$ cat src/rtl/cnt_pkg.sv
// Shared definitions for the mode_counter family: counting modes, direction
// encodings and a small helper that classifies modes by terminal behaviour.
package cnt_pkg;

    typedef enum logic [1:0] {
        MODE_WRAP    = 2'd0,
        MODE_SAT     = 2'd1,
        MODE_ONESHOT = 2'd2,
        MODE_RSVD    = 2'd3   // treated exactly like MODE_WRAP
    } mode_e;

    localparam logic DIR_UP   = 1'b0;
    localparam logic DIR_DOWN = 1'b1;

    // True when the mode parks the count at the terminal value instead of wrapping.
    function automatic logic holds_at_terminal(input mode_e m);
        logic hold_s;
        case (m)
            MODE_SAT:     hold_s = 1'b1;
            MODE_ONESHOT: hold_s = 1'b1;
            MODE_WRAP:    hold_s = 1'b0;
            default:      hold_s = 1'b0;
        endcase
        return hold_s;
    endfunction

endpackage

$ cat src/rtl/cnt_prescale.sv
// Input prescaler: divides enabled cycles by PRESCALE and emits a one-cycle
// tick on the last enabled cycle of each group. sync_rst restarts the group
// and suppresses the tick in that cycle. PRESCALE = 1 needs no state at all.
module cnt_prescale
    import cnt_pkg::*;
#(
    parameter int PRESCALE = 1
) (
    input  logic clk,
    input  logic rst_n,
    input  logic en,
    input  logic sync_rst,
    output logic tick
);

    generate
        if (PRESCALE <= 1) begin : g_bypass
            // Clock and reset have no consumer when every enabled cycle is a tick.
            logic unused_s;
            assign unused_s = clk ^ rst_n;
            assign tick     = en & ~sync_rst;
        end else begin : g_div
            localparam int             PW   = $clog2(PRESCALE);
            localparam logic [PW-1:0]  LAST = PW'(PRESCALE - 1);
            localparam logic [PW-1:0]  ZERO = {PW{1'b0}};
            localparam logic [PW-1:0]  ONE  = {{(PW-1){1'b0}}, 1'b1};

            logic [PW-1:0] phase_r;
            logic          last_s;

            assign last_s = (phase_r == LAST);
            assign tick   = en & ~sync_rst & last_s;

            // Phase counter: advances on enabled cycles, restarts after the tick.
            always_ff @(posedge clk or negedge rst_n) begin
                if (!rst_n) begin
                    phase_r <= ZERO;
                end else if (sync_rst) begin
                    phase_r <= ZERO;
                end else if (en) begin
                    if (last_s) begin
                        phase_r <= ZERO;
                    end else begin
                        phase_r <= phase_r + ONE;
                    end
                end else begin
                    phase_r <= phase_r;
                end
            end
        end
    endgenerate

endmodule

$ cat src/rtl/mode_counter.sv
// Parametrised event counter: prescaled up/down counting with wrap, saturate
// and one-shot modes, sync clear/load, registered terminal-count pulse and a
// sticky one-shot done flag.
module mode_counter
    import cnt_pkg::*;
#(
    parameter int               WIDTH    = 4,
    parameter int               PRESCALE = 1,
    parameter logic [WIDTH-1:0] RST_VAL  = {WIDTH{1'b0}}
) (
    input  logic             clk,
    input  logic             rst_n,
    input  logic             en,
    input  logic             clr,
    input  logic             load,
    input  logic [WIDTH-1:0] load_val,
    input  logic             dir,
    input  logic [1:0]       mode,
    input  logic [WIDTH-1:0] max_val,
    output logic [WIDTH-1:0] cnt,
    output logic             tc,
    output logic             done
);

    localparam logic [WIDTH-1:0] ZERO = {WIDTH{1'b0}};
    localparam logic [WIDTH-1:0] ONE  = {{(WIDTH-1){1'b0}}, 1'b1};

    logic [WIDTH-1:0] cnt_r;
    logic             tc_r;
    logic             done_r;

    logic             tick_s;
    mode_e            mode_s;
    logic [WIDTH-1:0] term_s;
    logic [WIDTH-1:0] step_s;
    logic             hit_s;
    logic [WIDTH-1:0] cnt_nx_s;
    logic             tc_nx_s;
    logic             done_nx_s;

    cnt_prescale #(
        .PRESCALE (PRESCALE)
    ) u_prescale (
        .clk      (clk),
        .rst_n    (rst_n),
        .en       (en),
        .sync_rst (clr | load),
        .tick     (tick_s)
    );

    assign mode_s = mode_e'(mode);

    // Value the count would take on a tick, and whether that step enters the terminal value.
    always_comb begin
        step_s = cnt_r;
        term_s = (dir == DIR_DOWN) ? ZERO : max_val;
        if (dir == DIR_UP) begin
            // A count at or above max_val is treated as terminal, which covers loads past the bound.
            if (cnt_r < max_val) begin
                step_s = cnt_r + ONE;
            end else if (holds_at_terminal(mode_s)) begin
                step_s = cnt_r;
            end else begin
                step_s = ZERO;
            end
        end else begin
            if (cnt_r != ZERO) begin
                step_s = cnt_r - ONE;
            end else if (holds_at_terminal(mode_s)) begin
                step_s = cnt_r;
            end else begin
                step_s = max_val;
            end
        end
        hit_s = (step_s == term_s) && (cnt_r != term_s);
    end

    // Next-state selection with priority clr > load > tick > hold.
    always_comb begin
        cnt_nx_s  = cnt_r;
        tc_nx_s   = 1'b0;
        done_nx_s = done_r;
        if (clr) begin
            cnt_nx_s  = ZERO;
            done_nx_s = 1'b0;
        end else if (load) begin
            cnt_nx_s  = load_val;
            done_nx_s = 1'b0;
        end else if (tick_s && !done_r) begin
            cnt_nx_s  = step_s;
            tc_nx_s   = hit_s;
            done_nx_s = hit_s && (mode_s == MODE_ONESHOT);
        end else begin
            cnt_nx_s  = cnt_r;
            done_nx_s = done_r;
        end
    end

    // Count, terminal pulse and done flag registers.
    always_ff @(posedge clk or negedge rst_n) begin
        if (!rst_n) begin
            cnt_r  <= RST_VAL;
            tc_r   <= 1'b0;
            done_r <= 1'b0;
        end else begin
            cnt_r  <= cnt_nx_s;
            tc_r   <= tc_nx_s;
            done_r <= done_nx_s;
        end
    end

    assign cnt  = cnt_r;
    assign tc   = tc_r;
    assign done = done_r;

endmodule

$ cat config.mk
export PLATFORM = sky130hd
export DESIGN_NAME = mode_counter
export DESIGN_NICKNAME = d
export VERILOG_FILES = /design/src/rtl/cnt_pkg.sv /design/src/rtl/cnt_prescale.sv /design/src/rtl/mode_counter.sv
export SDC_FILE = /design/constraint.sdc
export NUM_CORES = 1
export LEC_CHECK = 0
export CELL_PAD_IN_SITES_DETAIL_PLACEMENT = 1
export CELL_PAD_IN_SITES_GLOBAL_PLACEMENT = 1
export CORE_MARGIN = 2
export CORE_UTILIZATION = 35
export DETAILED_ROUTE_END_ITERATION = 12
export PLACE_DENSITY_LB_ADDON = 0.2
export SLEW_MARGIN = 25
export SYNTH_ARGS = -nofsm -noshare
export SYNTH_HDL_FRONTEND = slang
export SYNTH_SLANG_ARGS = --single-unit
$ cat constraint.sdc
create_clock -name clk -period 2.4 [get_ports clk]
set_input_delay 0.6 -clock clk [delete_from_list [all_inputs] [get_ports clk]]
set_output_delay 0.6 -clock clk [all_outputs]
set_load 0.02 [all_outputs]
==> run metrics, run 1 <==
outcome=finished, violations left; failing checks=setup timing; Net Switching=260 uW; slowest cell on the critical path=dlygate4sd2_1; Worst EP arrival=2.53 ns; total core area=2500 um^2; post-route antenna net violation count=0; Pre-antenna DRT Iters=4; Mapped Cells=120; via count of the first global-routing pass=1268; final count of negative-setup-slack endpoints=1; Power Total=627 uW; cells on worst reg2reg path=9; Clock Power Share=15.8%; IO buf count=21; worst setup path start=max_val[3]; Synth Warn #=0; worst r2r src=cnt[1]$_DFFE_PN0P_; most numerous cell in the Yosys netlist=inv_1; Via Count=1207; Reg area=150 um^2; Placer Congestion=0.829; Setup crit start kind=input pin; internal power=367 uW; Reg2Reg Setup Slack=0.09 ns; top cells by count, synth=10 x inv_1, 9 x nor2_1, 7 x nand2_1, 7 x nand2b_1; fin crit share=100%; Final Hold Fails=0; Slew @ Worst Pin=0.340 ns; Reg clk slew, reported paths=0.05 ns; Leak=0.000651 uW; # H-tree levels=1; syn_nets=142; CTS Buffer Depth=2; Crit path max-delay family=compound AO/OA/AOI/OAI gates; DR vias/cell=6.19; dpl hpwl=2630 um; final worst slack=-0.00804 ns; Layout area overhead=67.3%; minimum clock period=2.41 ns; Crit path top cell by count=a21o_4; worst-path cell chain=dlygate4sd2_1, inv_2, ha_4, a21o_4, a21o_4, buf_12, nor3_2, buf_4, nor4_1, a211oi_1, nor3_1; largest net degree at the start of global routing=14; Initial Util=37.2%; Synth Flop Type=dfrtp_1; DRC=0; hold_ws=0.581 ns; crit path max fanout=6; hold crit path type=reg -> reg; n_diodes=0; initial antenna violation count=0; Synth top area share=16.2%; Tot GR Track Use=29.3%; syn_area_per_cell=7.75 um^2; total gr overflow=0; DIE AREA=3080 um^2; TritonCTS clock tree=done; final instance area=1560 um^2; final WL=4620 um; wire length per cell=23.7 um; Ports=22; Crit. End Element=flip-flop; worst setup path category=in -> reg; combinational share of power=65.9%; final-stage net count=189; Net Sw Frac=41.4%; filler cell count=281; share of cells above drive strength 1=38.2%; crit path to=cnt[3]$_DFFE_PN0P_; CP peak stage delay=0.25 ns; VDD IR max=425 uV; FMAX=415 MHz; total of max-cap violations=0; 1st-iter DRT viols=66; DP Area=1310 um^2; Post-Route Utilization=62.2%; later-pin clock latency in the skew report=0.25 ns; footprint of the multi-input gates=861 um^2; Die Ht=55.5 um; Critical Path RT=2.52 ns; Final Slew Violations=0; CTS Buf Count=3; worst path bufs/invs=4; register bit total from synthesis=6; Slew headroom=77.1%; first-pass GRT wire length=6890 um; clk root buf=clkbuf_4; std cell rows=18; clk sinks=6; Setup Skew=0.000997 ns; EDFF count, synth=0; die width=55.5 um; worst r2r dst=cnt[3]$_DFFE_PN0P_; share of synthesized registers carrying an async set or reset=100%; register area share after synthesis=16.2%; Yosys cell types=41; post-synth top area cell=dfrtp_1; Crit path depth=11; area of the mapped netlist=930 um^2; synth top area cells=dfrtp_1 16%, ha_1 8.1%, mux2i_1 5.4%; PwrDens=403 nW/um^2; Sequential Power Share=18.3%
## layer usage
layer	wire length [um]	part of all wire, %	vias to the layer above	global-route usage (%)
met2	2490	54	65	56.0
li1	-	-	532	-
met5	0	0	-	0
met4	118	2.6	0	6.97
met1	1800	39	598	33.7
met3	217	4.7	12	3.98
## worst min-delay path by stage
| stage | from | end | slack, ns | cells after the start |
|---|---|---|---|---|
| final | done$_DFFE_PN0P_ | done$_DFFE_PN0P_ | 0.58 | 2 |
| after global routing | rst_n | cnt[1]$_DFFE_PN0P_ | 0.61 | 1 |
| after global placement | done$_DFFE_PN0P_ | done$_DFFE_PN0P_ | 0.52 | 2 |
| after detailed placement | done$_DFFE_PN0P_ | done$_DFFE_PN0P_ | 0.56 | 2 |
| after CTS | done$_DFFE_PN0P_ | done$_DFFE_PN0P_ | 0.57 | 2 |
| after floorplan | rst_n | cnt[0]$_DFFE_PN0P_ | 0.30 | 0 |
## repair_timing
item / in CTS / in global routing
gates resized for setup: 28 / 14
setup endpoints to repair: 6 / 4
pin swaps: 12 / 12
cloned: 0 / 0
buffers inserted: 3 / 2
hold buffers: 0 / 0
## layout make-up
cell class                      instances  area share, %
Multi-Input combinational cell         95           55.4
Sequential cell                         6           9.65
Timing Repair Buffer                   51           28.7
Inverter                               10           2.41
Tap cell                               30           2.41
Clock buffer                            3           1.45
## registers in the layout, summed over array words and instances, names as in the netlist
register / cells
tc: 1
cnt: 4
done: 1
## power by group through the flow
| stage | clock network, uW | logic, uW | registers (uW) |
|---|---|---|---|
| final | 99.2 | 414 | 115 |
| after detailed placement | 0 | 299 | 114 |
| after CTS | 103 | 356 | 113 |
| after global placement | 0 | 288 | 114 |
| after floorplan | 0 | 163 | 123 |
| after global routing | 112 | 434 | 115 |
## through the flow
| stage | worst slack (ns) | setup TNS, ns | std cells |
|---|---|---|---|
| after floorplan | 0.0888 | 0 | 120 |
| after global placement | -0.567 | -2.85 | 187 |
| after detailed placement | -0.601 | -3.15 | 187 |
| after CTS | 0.00466 | 0 | 193 |
| after global routing | -0.0530 | -0.0980 | 195 |
| final | -0.00804 | -0.00804 | 195 |
## worst min-delay path: cells and delay by family (launching register included)
| kind | cells | cell delay [ns] |
|---|---|---|
| DFF | 1 | 0.39 |
| and+or+nand+nor | 1 | 0.09 |
| AOI/OAI and AO/OA | 1 | 0.06 |
## cell families (layout without fill, tap and decap cells)
kind of cell,after synthesis,count (layout),share of synthesized area [%]
fa+ha+maj,6,6,8.08
buf+inv,19,64,9.69
flops,6,6,16.2
xor+xnor,4,4,3.77
compound gates,34,34,27.5
mux,6,6,6.86
simple gates,45,45,28.0
## layout by cell type, fill, tap and decap left out, drive strengths merged
master | netlist | final
a31oi | 3 | 3
a32o | 1 | 1
and3 | 1 | 1
a21oi | 6 | 6
nor2 | 9 | 9
a2111oi | 1 | 1
nor2b | 4 | 4
buf | 2 | 31
mux2i | 6 | 6
or4 | 1 | 1
nor4 | 1 | 1
ha | 6 | 6
nor4bb | 1 | 1
dlygate4sd2 | 0 | 3
nand3b | 2 | 2
nand2b | 7 | 7
a21o | 2 | 2
o21ai | 3 | 3
nor3b | 1 | 1
o31ai | 2 | 2
o211ai | 3 | 3
nand3 | 3 | 3
dfrtp | 6 | 6
o211a | 1 | 1
a21boi | 1 | 1
clkdlybuf4s50 | 0 | 17
o2111ai | 4 | 4
xnor2 | 4 | 4
nand2 | 7 | 7
and4bb | 1 | 1
or3b | 2 | 2
inv | 10 | 10
clkbuf | 7 | 3
a221oi | 2 | 2
nor3 | 4 | 4
nand4 | 1 | 1
a22oi | 1 | 1
a211oi | 4 | 4
(Power assumes the default switching activity.)
==> inputs of run 2 (changes only) <==
- CAP_MARGIN: default -> 0
==> results of run 2 <==
The final DEF is identical to that of run 1; final timing and power are the same.
